<file path="config.mk">
export PLATFORM = sky130hd
export DESIGN_NAME = monopix_readout
export DESIGN_NICKNAME = d
export VERILOG_FILES = /design/src/rtl/monopix_readout_pkg.sv /design/src/rtl/monopix_pixel.sv /design/src/rtl/monopix_readout.sv
export SDC_FILE = /design/constraint.sdc
export NUM_CORES = 1
export LEC_CHECK = 0
export ABC_AREA = 1
export CAP_MARGIN = 5
export CORE_MARGIN = 10
export CORE_UTILIZATION = 45
export DETAILED_ROUTE_END_ITERATION = 8
export SYNTH_ARGS = -nofsm -noshare
export SYNTH_HDL_FRONTEND = slang
export SYNTH_SLANG_ARGS = --single-unit
</file>
<file path="constraint.sdc">
create_clock -name CLK_BX_PAD -period 26.2 [get_ports CLK_BX_PAD]
set_input_delay 5.24 -clock CLK_BX_PAD [delete_from_list [all_inputs] [get_ports CLK_BX_PAD]]
set_output_delay 5.24 -clock CLK_BX_PAD [all_outputs]
set_load 0.01 [all_outputs]
</file>
<file path="src/rtl/monopix_readout_pkg.sv">
// Shared types and helpers for the MONOPIX matrix/readout model.
// Latency: n/a (types, constants and pure functions only).
// Backpressure: n/a.
package monopix_readout_pkg;

    localparam int COL_W  = 6;
    localparam int ROW_W  = 9;
    localparam int TS_W   = 6;
    localparam int WORD_W = COL_W + ROW_W + 2 * TS_W;

    // Serialised hit word, MSB (col) first.
    typedef struct packed {
        logic [COL_W-1:0] col;
        logic [ROW_W-1:0] row;
        logic [TS_W-1:0]  le;
        logic [TS_W-1:0]  te;
    } hit_word_t;

    // Per-column slice of the active configuration.
    typedef struct packed {
        logic en_col;
        logic inj_col;
    } col_cfg_t;

    localparam col_cfg_t COL_CFG_DEFAULT = '{en_col: 1'b1, inj_col: 1'b0};
    localparam logic     INJ_ROW_DEFAULT = 1'b0;

    typedef enum logic [1:0] {
        PIX_IDLE    = 2'd0,
        PIX_HIGH    = 2'd1,
        PIX_PENDING = 2'd2
    } pix_state_t;

    function automatic logic [TS_W-1:0] gray(input logic [TS_W-1:0] b);
        return b ^ (b >> 1);
    endfunction

    function automatic logic [TS_W-1:0] bin(input logic [TS_W-1:0] g);
        logic [TS_W-1:0] b;
        b[TS_W-1] = g[TS_W-1];
        for (int i = TS_W - 2; i >= 0; i--) begin
            b[i] = b[i+1] ^ g[i];
        end
        return b;
    endfunction

endpackage

</file>
<file path="src/rtl/monopix_pixel.sv">
// One pixel: registers the hit, time-stamps leading/trailing edge, holds it until read.
// Latency: edge sampled at clock k is time-stamped at clock k+1; PENDING visible right after the TE capture.
// Backpressure: none; edges arriving while HIGH or PENDING are dropped.
// Ports: clk_bx/reset clock and async reset; hit effective discriminator level;
//        ts current Gray BCID; clear read grant; pending/le/te stored hit.
module monopix_pixel
    import monopix_readout_pkg::*;
(
    input  logic            clk_bx,
    input  logic            reset,
    input  logic            hit,
    input  logic [TS_W-1:0] ts,
    input  logic            clear,
    output logic            pending,
    output logic [TS_W-1:0] le,
    output logic [TS_W-1:0] te
);

    logic       hit_q;
    logic       hit_d;
    logic       rise;
    logic       fall;
    pix_state_t state;
    pix_state_t state_nxt;

    always_ff @(posedge clk_bx or posedge reset) begin
        if (reset) begin
            hit_q <= 1'b0;
            hit_d <= 1'b0;
        end else begin
            hit_q <= hit;
            hit_d <= hit_q;
        end
    end

    assign rise = hit_q & ~hit_d;
    assign fall = ~hit_q & hit_d;

    always_ff @(posedge clk_bx or posedge reset) begin
        if (reset) begin
            state <= PIX_IDLE;
        end else begin
            state <= state_nxt;
        end
    end

    always_comb begin
        state_nxt = state;
        case (state)
            PIX_IDLE:    if (rise)  state_nxt = PIX_HIGH;
            PIX_HIGH:    if (fall)  state_nxt = PIX_PENDING;
            PIX_PENDING: if (clear) state_nxt = PIX_IDLE;
            default:                state_nxt = PIX_IDLE;
        endcase
    end

    always_comb begin
        pending = (state == PIX_PENDING);
    end

    always_ff @(posedge clk_bx or posedge reset) begin
        if (reset) begin
            le <= '0;
            te <= '0;
        end else begin
            if (state == PIX_IDLE && rise) le <= ts;
            if (state == PIX_HIGH && fall) te <= ts;
        end
    end

endmodule

</file>
<file path="src/rtl/monopix_readout.sv">
// MONOPIX matrix + readout: config chain, BCID, pixel array, freeze/priority arbiter, serialiser.
// Latency: TOKEN 2 clocks after PENDING; word MSB on OUT_PAD 3 clocks after the READ rising edge.
// Backpressure: none; a READ edge mid-word restarts the serialiser with the new word.
// Ports: CLK_BX_PAD/RESET_PAD clock and async reset; RESET_BCID_PAD BCID clear;
//        DEF_CONF/CONF_SHIFT/SI_CONF/LD_CONF config chain; HIT[row*N_COL+col], PULSE_PAD (active-low);
//        FREEZE_PAD/READ_PAD readout control; TOKEN_PAD hit pending; OUT_PAD serial word.
module monopix_readout
    import monopix_readout_pkg::*;
#(
    parameter int N_COL = 4,
    parameter int N_ROW = 8
) (
    input  logic                   CLK_BX_PAD,
    input  logic                   RESET_PAD,
    input  logic                   RESET_BCID_PAD,
    input  logic                   DEF_CONF_PAD,
    input  logic                   CONF_SHIFT_PAD,
    input  logic                   SI_CONF_PAD,
    input  logic                   LD_CONF_PAD,
    input  logic [N_ROW*N_COL-1:0] HIT,
    input  logic                   PULSE_PAD,
    input  logic                   FREEZE_PAD,
    input  logic                   READ_PAD,
    output logic                   TOKEN_PAD,
    output logic                   OUT_PAD
);

    localparam int N_PIX  = N_ROW * N_COL;
    localparam int CONF_W = 2 * N_COL + N_ROW;

    // Two idle clocks after the READ edge, then 27 data bits, then a return to 0.
    localparam logic [4:0] SER_START = 5'd30;
    localparam logic [4:0] SER_MSB   = 5'd28;
    localparam logic [4:0] SER_LSB   = 5'd2;

    // ---------------- configuration ----------------
    logic [CONF_W-1:0] conf_sr;
    col_cfg_t          cfg_col [N_COL];
    logic [N_ROW-1:0]  cfg_inj_row;

    always_ff @(posedge CLK_BX_PAD or posedge RESET_PAD) begin
        if (RESET_PAD) begin
            conf_sr     <= '0;
            cfg_inj_row <= {N_ROW{INJ_ROW_DEFAULT}};
            for (int c = 0; c < N_COL; c++) cfg_col[c] <= COL_CFG_DEFAULT;
        end else begin
            if (CONF_SHIFT_PAD) conf_sr <= {conf_sr[CONF_W-2:0], SI_CONF_PAD};
            if (DEF_CONF_PAD) begin
                cfg_inj_row <= {N_ROW{INJ_ROW_DEFAULT}};
                for (int c = 0; c < N_COL; c++) cfg_col[c] <= COL_CFG_DEFAULT;
            end else if (LD_CONF_PAD) begin
                // Chain layout (MSB first): EN_COL, INJ_COL, INJ_ROW.
                cfg_inj_row <= conf_sr[N_ROW-1:0];
                for (int c = 0; c < N_COL; c++) begin
                    cfg_col[c].en_col  <= conf_sr[N_ROW+N_COL+c];
                    cfg_col[c].inj_col <= conf_sr[N_ROW+c];
                end
            end
        end
    end

    // ---------------- BCID ----------------
    logic [TS_W-1:0] bcid;
    logic [TS_W-1:0] ts_gray;

    always_ff @(posedge CLK_BX_PAD or posedge RESET_PAD) begin
        if (RESET_PAD)           bcid <= '0;
        else if (RESET_BCID_PAD) bcid <= '0;
        else                     bcid <= bcid + 1'b1;
    end

    assign ts_gray = gray(bcid);

    // ---------------- pixel array ----------------
    logic [N_PIX-1:0] hit_eff;
    logic [N_PIX-1:0] pending;
    logic [N_PIX-1:0] grant;
    logic [TS_W-1:0]  pix_le [N_PIX];
    logic [TS_W-1:0]  pix_te [N_PIX];

    for (genvar r = 0; r < N_ROW; r++) begin : g_row
        for (genvar c = 0; c < N_COL; c++) begin : g_col
            localparam int P = r * N_COL + c;
            // Injection only while PULSE_PAD is low; EN_COL gates both sources.
            assign hit_eff[P] = (HIT[P] | (cfg_col[c].inj_col & cfg_inj_row[r] & ~PULSE_PAD))
                                & cfg_col[c].en_col;
            monopix_pixel u_pix (
                .clk_bx  (CLK_BX_PAD),
                .reset   (RESET_PAD),
                .hit     (hit_eff[P]),
                .ts      (ts_gray),
                .clear   (grant[P]),
                .pending (pending[P]),
                .le      (pix_le[P]),
                .te      (pix_te[P])
            );
        end
    end

    // ---------------- eligible set and token ----------------
    logic             freeze_q;
    logic [N_PIX-1:0] elig_q;

    // The first frozen cycle still loads from pending, which is the snapshot;
    // afterwards the set only shrinks by reads until FREEZE drops.
    always_ff @(posedge CLK_BX_PAD or posedge RESET_PAD) begin
        if (RESET_PAD) begin
            freeze_q  <= 1'b0;
            elig_q    <= '0;
            TOKEN_PAD <= 1'b0;
        end else begin
            freeze_q  <= FREEZE_PAD;
            elig_q    <= (FREEZE_PAD && freeze_q) ? (elig_q & ~grant) : (pending & ~grant);
            TOKEN_PAD <= |elig_q;
        end
    end

    // ---------------- arbiter ----------------
    logic      read_q;
    logic      read_rise;
    logic      sel_vld;
    hit_word_t sel_word;

    assign read_rise = READ_PAD & ~read_q;

    // Column-major scan: lowest column wins, then lowest row.
    always_comb begin
        sel_vld  = 1'b0;
        sel_word = '0;
        grant    = '0;
        for (int c = 0; c < N_COL; c++) begin
            for (int r = 0; r < N_ROW; r++) begin
                if (!sel_vld && elig_q[r*N_COL+c]) begin
                    sel_vld              = 1'b1;
                    sel_word.col         = COL_W'(c);
                    sel_word.row         = ROW_W'(r);
                    sel_word.le          = pix_le[r*N_COL+c];
                    sel_word.te          = pix_te[r*N_COL+c];
                    grant[r*N_COL+c]     = read_rise;
                end
            end
        end
    end

    // ---------------- serialiser ----------------
    logic [4:0]        ser_cnt;
    logic [WORD_W-1:0] ser_sr;

    always_ff @(posedge CLK_BX_PAD or posedge RESET_PAD) begin
        if (RESET_PAD) begin
            read_q  <= 1'b0;
            ser_cnt <= '0;
            ser_sr  <= '0;
            OUT_PAD <= 1'b0;
        end else begin
            read_q <= READ_PAD;
            if (read_rise) begin
                ser_sr  <= sel_word;
                ser_cnt <= SER_START;
                OUT_PAD <= 1'b0;
            end else if (ser_cnt != 5'd0) begin
                ser_cnt <= ser_cnt - 1'b1;
                if (ser_cnt <= SER_MSB && ser_cnt >= SER_LSB) begin
                    OUT_PAD <= ser_sr[WORD_W-1];
                    ser_sr  <= {ser_sr[WORD_W-2:0], 1'b0};
                end else begin
                    OUT_PAD <= 1'b0;
                end
            end else begin
                OUT_PAD <= 1'b0;
            end
        end
    end

endmodule

</file>
; After elaboration in Yosys (flattened, before gate mapping)
; Cells that the tools add are included.
[word_totals]
regBits = 618
latch_bits = 0
ram_bits = 0
rom_bits = 0
elab_cells = 1040
memories = 0
[classes]
addsub = 2
n_mul = 0
div_mod_pow = 0
magnitude_cmp = 2
eq_ne = 160
n_shift = 0
n_mux = 237
bitwise_logic = 263
reduce_logical = 198
[op_table]
columns = cell, count
row1 = 27-bit two-way mux, 34
row2 = 2-bit two-way mux, 96
row3 = "2-bit by 1-bit != test with 1-bit output, second input constant", 96
row4 = 2-bit one-hot mux with 3 select lines, 32
row5 = 1-bit bitwise AND, 161
row6 = 1-bit logical AND, 97
row7 = 3-bit AND reduction, 32
row8 = 1-bit two-way mux, 66
row9 = 1-bit NOT, 66
row10 = 32-bit bitwise AND, 2
row11 = "2-bit by 1-bit equality test with 1-bit output, second input constant", 32
row12 = "2-bit equality test, second input constant", 32
row13 = 2-bit logical NOT, 32
row14 = 32-bit two-way mux, 1
row15 = 8-bit two-way mux, 4
row16 = 32-bit NOT, 1
row17 = 1-bit OR, 32
row18 = 32-bit OR reduction, 1
row19 = 1-bit logical NOT, 31
row20 = 12-bit two-way mux, 1
row21 = 5-bit two-way mux, 2
row22 = "6-bit by 1-bit adder with 6-bit output, second input constant", 1
row23 = 6-bit two-way mux, 1
row24 = 2-bit nonzero test, 3
row25 = 6 further kinds, 6

; Longest topological paths before layout
; Gate-level depths: netlist of the first run.
[logic_depth]
ltp_word = 97
depth_mapped = 26
mapped_depth_nobuf = 25

; Cells and area by module
; Synthesis of the first run repeated with hierarchy kept, for this count alone.
[unflattened]
hier_cells = 3756
area_unflattened_um2 = 30427.9
[by_module_without_submodules]
columns = mod, instances, cells_per_inst, area_per_inst_um2
row1 = monopix_pixel, 32, 67, 658.1
row2 = monopix_readout, 1, 1612, 9367.7

; Least setup slack after synthesis of the first run
; Ideal clock, no wire load.
[synth_path]
path_kind = input-to-reg
start = in READ_PAD
end = reg ser_sr[11]
setup_ns = 0.116
arrival_ns = 6.437
required_ns = 26.084
path_slack_ns = 19.647
stages = 9
n_path_buf = 2
path_cell_list = inv_1 > nor2_1 > inv_1 > nand2_1 > inv_1 > clkbuf_1 > clkbuf_1 > nand2_1 > nand2_1
[synth_between]
elab_chain_cells = 3
word_cells_on_any_way = 5
cone_classes = 1 x mux / 1 x bitwise / 3 x reduce/logical
[synth_lines]
columns = element, line_no
row1 = start: declaration, monopix_readout.sv:23  ; input logic READ_PAD,
row2 = 1-bit bitwise AND (*), monopix_readout.sv:124  ; assign read_rise = READ_PAD & ~read_q;
row3 = 2-bit nonzero test (no line), n/a
row4 = 2-bit AND reduction (no line), n/a
row5 = end signal: assignment, monopix_readout.sv:158  ; ser_sr <= sel_word;
row6 = end signal: assignment, monopix_readout.sv:165  ; ser_sr <= {ser_sr[WORD_W-2:0], 1'b0};
row7 = end: declaration, monopix_readout.sv:147  ; logic [WORD_W-1:0] ser_sr;
; Mark *: on every way between the ends. The rest lies on a longest branch, timed or not.
; A chain may end at the register's enable or synchronous reset.

==> results of run 1 <==
==> stage by stage <==
step | utilization (%) | std cells | cell area, um^2
after floorplan | - | 3180 | 27100
after global placement | 47.2 | 3850 | 28000
after detailed placement | 47.2 | 3850 | 28000
after CTS | 51.0 | 3974 | 30200
after global routing | 51.0 | 3974 | 30200
final | 51.0 | 3974 | 30200
==> final timing paths <==
check | start | end | slack (ns) | cells past startpoint
max in group CLK_BX_PAD | READ_PAD | ser_sr[3]$_DFFE_PP0P_ | 18.63 | 10
min in group asynchronous | RESET_PAD | g_row[2].g_col[0].u_pix.le[2]$_DFFE_PP0P_ | 5.19 | 2
setup / recovery | RESET_PAD | g_row[7].g_col[3].u_pix.te[5]$_DFFE_PP0P_ | 17.58 | 5
setup reg to reg | elig_q[0]$_DFF_PP0_ | ser_sr[8]$_DFFE_PP0P_ | 21.79 | 23
hold / removal | g_row[1].g_col[0].u_pix.hit_q$_DFF_PP0_ | g_row[1].g_col[0].u_pix.hit_d$_DFF_PP0_ | 0.40 | 0
hold reg to reg | g_row[1].g_col[0].u_pix.hit_q$_DFF_PP0_ | g_row[1].g_col[0].u_pix.hit_d$_DFF_PP0_ | 0.40 | 0
==> Yosys cell counts (all sizes together), types with 4 or more instances <==
| cell | n |
|---|---|
| inv | 246 |
| or2 | 53 |
| o21ai | 475 |
| o221ai | 7 |
| o31ai | 34 |
| buf | 18 |
| clkinv | 13 |
| clkbuf | 147 |
| ha | 6 |
| nand2 | 883 |
| dfstp | 4 |
| nor2 | 305 |
| o211ai | 14 |
| nand4 | 45 |
| nand3 | 133 |
| a221oi | 14 |
| a22oi | 12 |
| dfrtp | 614 |
| a31oi | 43 |
| a21oi | 58 |
| o22ai | 8 |
| nor4 | 5 |
| nor3 | 22 |
| a211oi | 7 |
==> area by class of cell <==
type / instances / area, um^2
fillers: 5560 / 29000
flip-flops and latches: 618 / 15500
multi-input cells: 2138 / 9970
clock buffers: 98 / 1950
inverters: 259 / 986
well taps: 773 / 967
repair buffers: 62 / 573
clock inverters: 26 / 285
==> layer usage <==
layer	wire [um]	share of wire [%]	vias to the layer above	global-route usage, %
li1	-	-	10304	-
met1	35200	48	10443	30.8
met2	31500	43	638	30.8
met3	4390	6.0	116	3.25
met4	1790	2.5	0	6.72
met5	0	0	-	0
==> registers in the layout, summed over array words and instances, names as in the netlist <==
register,flops
ser_cnt,5
cfg_col,8
g_row.g_col.u_pix.hit_q,32
g_row.g_col.u_pix.hit_d,32
freeze_q,1
bcid,6
TOKEN_PAD,1
g_row.g_col.u_pix.state,64
cfg_inj_row,8
g_row.g_col.u_pix.te,192
conf_sr,16
ser_sr,27
OUT_PAD,1
elig_q,32
read_q,1
g_row.g_col.u_pix.le,192
==> power groups by stage <==
| stage | Clock [uW] | Sequential (uW) | Combinational (uW) |
|---|---|---|---|
| CTS | 981 | 1130 | 544 |
| global placement | 0 | 1140 | 531 |
| finish | 962 | 1130 | 548 |
| floorplan | 0 | 1120 | 352 |
| global route | 1020 | 1140 | 610 |
| detailed placement | 0 | 1140 | 542 |
==> logic make-up after synthesis <==
| group | share of synthesized area [%] |
|---|---|
| flops | 57.2 |
| buf+inv | 6.06 |
| fa+ha+maj | 0.277 |
| simple gates | 22.6 |
| compound gates | 13.7 |
| xor+xnor | 0.162 |
==> metrics.yaml, run 1 <==
finalCritPeriodShare_pct: 32.9
hold_path.class: "reg2reg"
max_freq_mhz: 116
drt-total-wl_um: 72900
cts_setup_buffers: 0
synth_area_mm2: 0.0271
viasPerCell: 5.41
ys.flop_type: "dfrtp_1"
worstPathArrival_ns: 9.19
dp_slack_ns: 16.80
root_buffer: "clkbuf_16"
die_w_um: 265
drt-pass1-iter-count: 5
swShare_pct: 32.8
antenna_found_initial: 1
period_minus_slack_ns: 8.62
yosysWarnings: 0
critical_path.max_stage_delay_ns: 0.95
power.internal_uw: 1770
portBuffers: 43
fin_tns_setup_ns: 0
holdBufCountCts: 0
synth_area_leader_cell: "dfrtp_1"
synthDominantCellAreaShare_pct: 56.8
cts.sinks: 618
timing.hold.ws_ns: 0.398
die-area_mm2: 0.0703
crit_path_top_delay_cell: "buf_4"
area_growth_pct: 11.6
yosysSeqAreaShare_pct: 57.2
path_class: "in2async"
core-area_mm2: 0.0592
clock_skew_ns: 0.0245
initial_core_util_pct: 45.7
final_cell_mix: "880 x nand2_1, 614 x dfrtp_1, 474 x o21ai_0"
syn_area_per_cell_um2: 8.51
crit_fanout: 119
clk_pin_slew_worst_paths_ns: 0.06
cts_resized: 0
gp_routability_congestion: 0.857
ys_types: 48
ys_ff_latch: 618
maxCapViolCount: 0
grt.overflow.total: 0
cp-end-kind: "async pin"
clk_latency_ns: 0.60
cts_max_path_buffers: 3
nets: 3194
required_ns: 26.77
synth_fp_nets: 3228
pin_count: 44
grt_pass1_vias: 20685
dp_hpwl_um: 48200
grt_pass1_wl_um: 117000
cp_top_family: "buffers and inverters"
comb_power_share_pct: 20.8
seqPwrFrac_pct: 42.8
outcome: "complete, no violations"
worst_slack_ns: 17.58
leakagePower_uw: 0.0140
drv_slew: 0
wl_per_cell_um: 18.3
final_common_cell: "nand2_1"
power_density_mw_per_mm2: 87.4
ir_worst_vdd_uv: 53.7
fin_total_pwr_uw: 2640
max-slew-margin-rel_pct: 25.2
syn_inst: 3180
die_y_um: 265
timing.critical_path.buf_inv: 5
report.final.hold_viol_count: 0
pwr-share-clk_pct: 36.5
drc: 0
switching_power_uw: 865
worst_pin_slew_ns: 1.12
cts_tree: "yes"
synth_enable_flop_cells: 0
grt_max_degree: 120
num_antenna_cells: 0
track_usage_pct: 20.8
crit_chain: "clkdlybuf4s50_1 -> inv_8 -> buf_4 -> buf_4 -> buf_4"
fp-row-count: 89
drive_gt1_share_pct: 6.47
synth_area_leaders: "dfrtp_1 57%, nand2_1 12%, o21ai_0 8.8%"
num_vias: 21501
setup_viol: 0
synth-async-reset-ratio_pct: 100
antenna_left: 0
critical_path.most_common_cell: "buf_4"
drtIter0Drc: 1940
cts_made_buffers: 67
htreeDepth: 3
crit_path_start_kind: "input pin"
rsz0062_at_grt: "false"
(Power assumes the default switching activity.)
==> run 2: changes to the inputs <==
- clock period: 26.2 -> 8.4 ns (I/O delays scaled with it)
==> metrics.yaml, run 2 (synthesis gave the netlist of run 1 again) <==
cts.sinks: 618
drtIter0Drc: 1919
die_y_um: 265
critical_path.most_common_cell: "nand2_1"
rr_startpoint: "elig_q[0]$_DFF_PP0_"
startpoint: "elig_q[0]$_DFF_PP0_"
dp_hpwl_um: 47500
path_class: "reg2reg"
hp-start: "g_row[6].g_col[3].u_pix.hit_q$_DFF_PP0_"
max_freq_mhz: 250
max-slew-margin-rel_pct: 19.7
worst_pin_slew_ns: 1.20
critical_path.max_stage_delay_ns: 0.64
finalCritPeriodShare_pct: 47.6
gp_routability_congestion: 0.876
finalCoreUtilization_pct: 51.2
maxCapViolCount: 0
crit_chain: "nor2_8 -> nand2_1 -> nor2_2 -> nand2_1 -> nor2_4 -> nand3_1 -> nand2_1 -> nor2_1 -> nand4_1 -> nand2_1 -> nand3_1 -> nand2_1 -> nand2_1 -> nand2_1 -> nand3_1 -> nand2_1 -> nand2_1 -> nand2_1 -> nand3_1 -> nand2_1 -> nand2_1 -> nand2_1 -> nand2_1"
ir_worst_vdd_uv: 210
crit_fanout: 16
fin_area_mm2: 0.0304
cts_max_path_buffers: 3
placedInstanceArea_mm2: 0.0280
core-area_mm2: 0.0592
drv_slew: 0
clk_pin_slew_worst_paths_ns: 0.06
cts_resized: 0
die-area_mm2: 0.0703
grt_pass1_wl_um: 118000
period_minus_slack_ns: 4.00
track_usage_pct: 20.9
wl_per_cell_um: 18.5
top_regs: "g_row.g_col.u_pix.le: 192 flops, g_row.g_col.u_pix.te: 192 flops, g_row.g_col.u_pix.state: 64 flops"
crit_path_start_kind: "flop"
cts_made_buffers: 68
clk_latency_ns: 0.60
nets: 3194
portBuffers: 43
worstPathArrival_ns: 4.53
hold_path.class: "reg2reg"
antenna_found_initial: 0
num_vias: 21489
final_cell_mix: "880 x nand2_1, 614 x dfrtp_1, 474 x o21ai_0"
timing.critical_path.buf_inv: 0
required_ns: 8.94
grt.overflow.total: 0
drt-total-wl_um: 73400
leakagePower_uw: 0.0141
report.final.hold_viol_count: 0
cp_top_family: "simple AND/OR/NAND/NOR gates"
pin_count: 44
viasPerCell: 5.41
holdBufCountCts: 0
clock_skew_ns: 0.0270
rsz0062_at_grt: "false"
grt_pass1_vias: 20513
drive_gt1_share_pct: 6.51
root_buffer: "clkbuf_16"
drt-pass1-iter-count: 5
drc: 0
die_w_um: 265
fp-row-count: 89
htreeDepth: 3
cts_setup_buffers: 0
initial_core_util_pct: 45.7
fill_cells: 5554
num_antenna_cells: 0
final_common_cell: "nand2_1"
outcome: "complete, no violations"
grt_max_degree: 175
antenna_left: 0
cp-end-kind: "flop"
cts_tree: "yes"
area_growth_pct: 12.2
setup_viol: 0
crit_path_top_delay_cell: "dfrtp_1"
power_density_mw_per_mm2: 275
run 2: changes by cell type in the layout (fill, tap and decap cells not counted), moves of 2 or more:
cell       before  now
clkbuf_1       16   10
bufinv_16       5    9
inv_2           8   10
clkbuf_16      68   71
buf_12          0    3
buf_4          19   15
clkinv_2       20   17
inv_6           5    1
run 2: layer usage:
metal / vias up / GRT usage (%) / share of wire [%]
li1: 10299 / - / -
met1: 10471 / 31.2 / 48
met2: 627 / 30.6 / 43
met3: 92 / 3.34 / 6.6
met4: 0 / 6.41 / 2.2
met5: - / 0 / 0
run 2: report_power, final:
group | internal, uW | switching (uW) | total [uW]
clock network | 1940 | 1220 | 3160
registers | 3290 | 234 | 3530
logic | 465 | 1210 | 1670
run 2: area by class of cell:
type / instances / area [um^2] / area share (%)
sequential: 618 / 15500 / 51.0
timing repair buffer: 61 / 603 / 1.99
clock inverter: 25 / 358 / 1.18
inverter: 259 / 980 / 3.23
multi-input combinational: 2138 / 9970 / 32.8
tap: 773 / 967 / 3.19
clock buffer: 95 / 2010 / 6.61
run 2: worst paths after layout:
path                                                              to  slack, ns  cells after the start
hold reg to reg              g_row[6].g_col[3].u_pix.hit_d$_DFF_PP0_       0.39                      0
max in group asynchronous  g_row[6].g_col[2].u_pix.le[0]$_DFFE_PP0P_       5.31                      3
hold / removal               g_row[6].g_col[3].u_pix.hit_d$_DFF_PP0_       0.39                      0
min in group asynchronous                          bcid[0]$_DFF_PP0_       1.59                      2
setup reg to reg                               ser_sr[8]$_DFFE_PP0P_       4.40                     23
setup / recovery                               ser_sr[8]$_DFFE_PP0P_       4.40                     23
run 2: metrics by stage:
step	hold slack (ns)	setup WS, ns	setup TNS (ns)	total power (uW)	cells
floorplan	0.375	-1.71	-1051.01	4590	3180
global placement	0.389	4.13	0	5190	3849
detailed placement	0.396	4.09	0	5230	3849
CTS	0.392	4.45	0	8410	3969
global route	0.407	3.98	0	8780	3969
finish	0.390	4.40	0	8360	3969
==> edit, RTL diff (settings of run 2) <==
The 3 states of `pix_state_t` get a one-hot encoding in 3 bits.
--- a/src/rtl/monopix_readout_pkg.sv
+++ b/src/rtl/monopix_readout_pkg.sv
@@ -25,10 +25,10 @@
     localparam col_cfg_t COL_CFG_DEFAULT = '{en_col: 1'b1, inj_col: 1'b0};
     localparam logic     INJ_ROW_DEFAULT = 1'b0;
 
-    typedef enum logic [1:0] {
-        PIX_IDLE    = 2'd0,
-        PIX_HIGH    = 2'd1,
-        PIX_PENDING = 2'd2
+    typedef enum logic [2:0] {
+        PIX_IDLE    = 3'b001,
+        PIX_HIGH    = 3'b010,
+        PIX_PENDING = 3'b100
     } pix_state_t;
 
     function automatic logic [TS_W-1:0] gray(input logic [TS_W-1:0] b);
Function: same outputs for any inputs over 4 cycles, from zero or initial values and one cycle with RESET_PAD high; so few cycles prove little.
==> edit against run 2 <==
- sequential cell count grew 32
- synthesized cell count increased by 9.9%
- first-iteration DRC count rose by 6.6%
- hold slack worse by 0.011 ns
- count of clock-buffer cells in the layout up 18
- synthesized area grew 7.4%
- worst setup slack worse by 0.28 ns
- sequential share of layout area decreased by 0.53 points
- combinational power shrank 8%
- global-route usage up 0.24 points
- total power rose by 3.7%
- routed wire length grew 7.8%
- design area up 6.5%
- critical path type unchanged
- highest routed layer is now met5
==> edit: results (changes against run 2) <==
status=completed (unchanged); worst slew pin tran=1.15 ns (was 1.20 ns); CTS Buf Count=71 (was 68); CP max FO=21 (was 16); invs w/o clock=349 (was 259); buffer share of cell area=1.91% (was 1.99%); top post-synthesis cells by area=dfrtp_1 53%, nand2_1 12%, o21ai_0 9.2% (was dfrtp_1 57%, nand2_1 12%, o21ai_0 8.8%); CLK BUF=113 (was 95); Finished Layout Cells=4,367 (was 3,969); M1 GR Usage=30.1% (was 31.2%); Detailed Routing Iterations Pass 1=6 (was 5); crit path DAT=4.79 ns (was 4.53 ns); Yosys cell types=52 (was 48); top cells by count, synth=942 x nand2_1, 614 x dfrtp_1, 536 x o21ai_0 (was 881 x nand2_1, 614 x dfrtp_1, 474 x o21ai_0); met3 usage=3.38% (was 3.34%); share of cells above drive strength 1=7.35% (was 6.51%); GRT Total Usage=21.1% (was 20.9%); nets@finish=3,504 (was 3,194); M1 WL=37,000 um (was 35,300 um); met2 wire len=35,500 um (was 31,600 um); Wirelength per Cell=18.1 um (was 18.5 um); clock-cell share of area=6.88% (was 7.79%); crit-path max cell delay=0.58 ns (was 0.64 ns); first-pass GRT wire length=126,000 um (was 118,000 um); Net Sw Power=2680 uW (was 2660 uW); Syn Area/Cell=8.32 um^2 (was 8.51 um^2); #FFs+latches synth=650 (was 618); area used by multi-input combinational logic=10,800 um^2 (was 9970 um^2); met2 usage=32.4% (was 30.6%); placed insts=4,238 (was 3,849); VDD IR-drop max=0.199 mV (was 0.210 mV); post-DP HPWL=53,200 um (was 47,500 um); initial antenna violation count=2 (was 0); Post-Place Worst Slack=4.01 ns (was 4.09 ns); Seq. cell area=16,300 um^2 (was 15,500 um^2); post-synthesis sequential area ratio=56.1% (was 57.2%); met3 wire length=4480 um (was 4810 um); largest net degree at the start of global routing=174 (was 175); multi-input gates=2,321 (was 2,138); Lkg Pwr=0.0154 uW (was 0.0141 uW); Clk power=3020 uW (was 3160 uW); gpl congestion=0.912 (was 0.876); Net Sw Frac=30.9% (was 31.8%); FILL cells=6,078 (was 5,554); Iter 0 DRT Violations=2,046 (was 1,919); uppermost layer routed=met5 (was met4); Layout area overhead=11.2% (was 12.2%); Area after DPL=30,100 um^2 (was 28,000 um^2); GRT Max-Usage Layer=met2 (was met1); Final Skew=0.0237 ns (was 0.0270 ns); Largest regs=g_row.g_col.u_pix.le (192), g_row.g_col.u_pix.te (192), g_row.g_col.u_pix.state (96) (was g_row.g_col.u_pix.le (192), g_row.g_col.u_pix.te (192), g_row.g_col.u_pix.state (64))
## edit: cell types whose count changed after synthesis, sizes merged, moves of 18 or more
cell    delta
nand3     +75
nor2      -75
inv       +96
dfstp     +32
clkbuf    +21
or2       +22
nand2     +63
o21ai     +67
o31ai     -18
nor3      +69
## edit: final timing paths
kind / start / cells after the start / slack [ns] / endpoint
max in group asynchronous: RESET_PAD / 3 / 5.36 / g_row[6].g_col[3].u_pix.hit_d
max reg2reg: elig_q[0] / 20 / 4.12 / ser_sr[1]
min in group asynchronous: RESET_PAD / 2 / 1.60 / conf_sr[13]
min: g_row[2].g_col[0].u_pix.hit_q / 0 / 0.38 / g_row[2].g_col[0].u_pix.hit_d
max: elig_q[0] / 20 / 4.12 / ser_sr[1]
min reg2reg: g_row[2].g_col[0].u_pix.hit_q / 0 / 0.38 / g_row[2].g_col[0].u_pix.hit_d
## edit: logic make-up (layout without fill, tap and decap cells)
| logic type | after synthesis | count (layout) | synth area share [%] |
|---|---|---|---|
| flip-flops | 650 | 650 | 56.1 |
| adder cells (fa/ha/maj) | 6 | 6 | 0.258 |
| AND/OR/NAND/NOR | 1611 | 1611 | 23.7 |
| XOR/XNOR | 3 | 3 | 0.0904 |
| buffers and inverters | 525 | 541 | 6.82 |
| AO/OA/AOI/OAI | 701 | 701 | 13.0 |
## edit: worst register-to-register path, cell delays in order, from the launching register on
cell and delay, ns:
dfrtp_1 0.58, nor2_4 0.27, nand3_2 0.14, nor2_2 0.11
buf_4 0.27, nand2_2 0.10, clkinv_2 0.22, nand2_4 0.13
nor2_4 0.15, nand3_4 0.13, nor2_8 0.16, nand2_4 0.10
nor2_4 0.15, nand3_2 0.18, nor3_4 0.51, nand2_2 0.17
nor2_4 0.30, inv_2 0.12, nor2_4 0.14, a21oi_1 0.10
a21oi_1 0.15
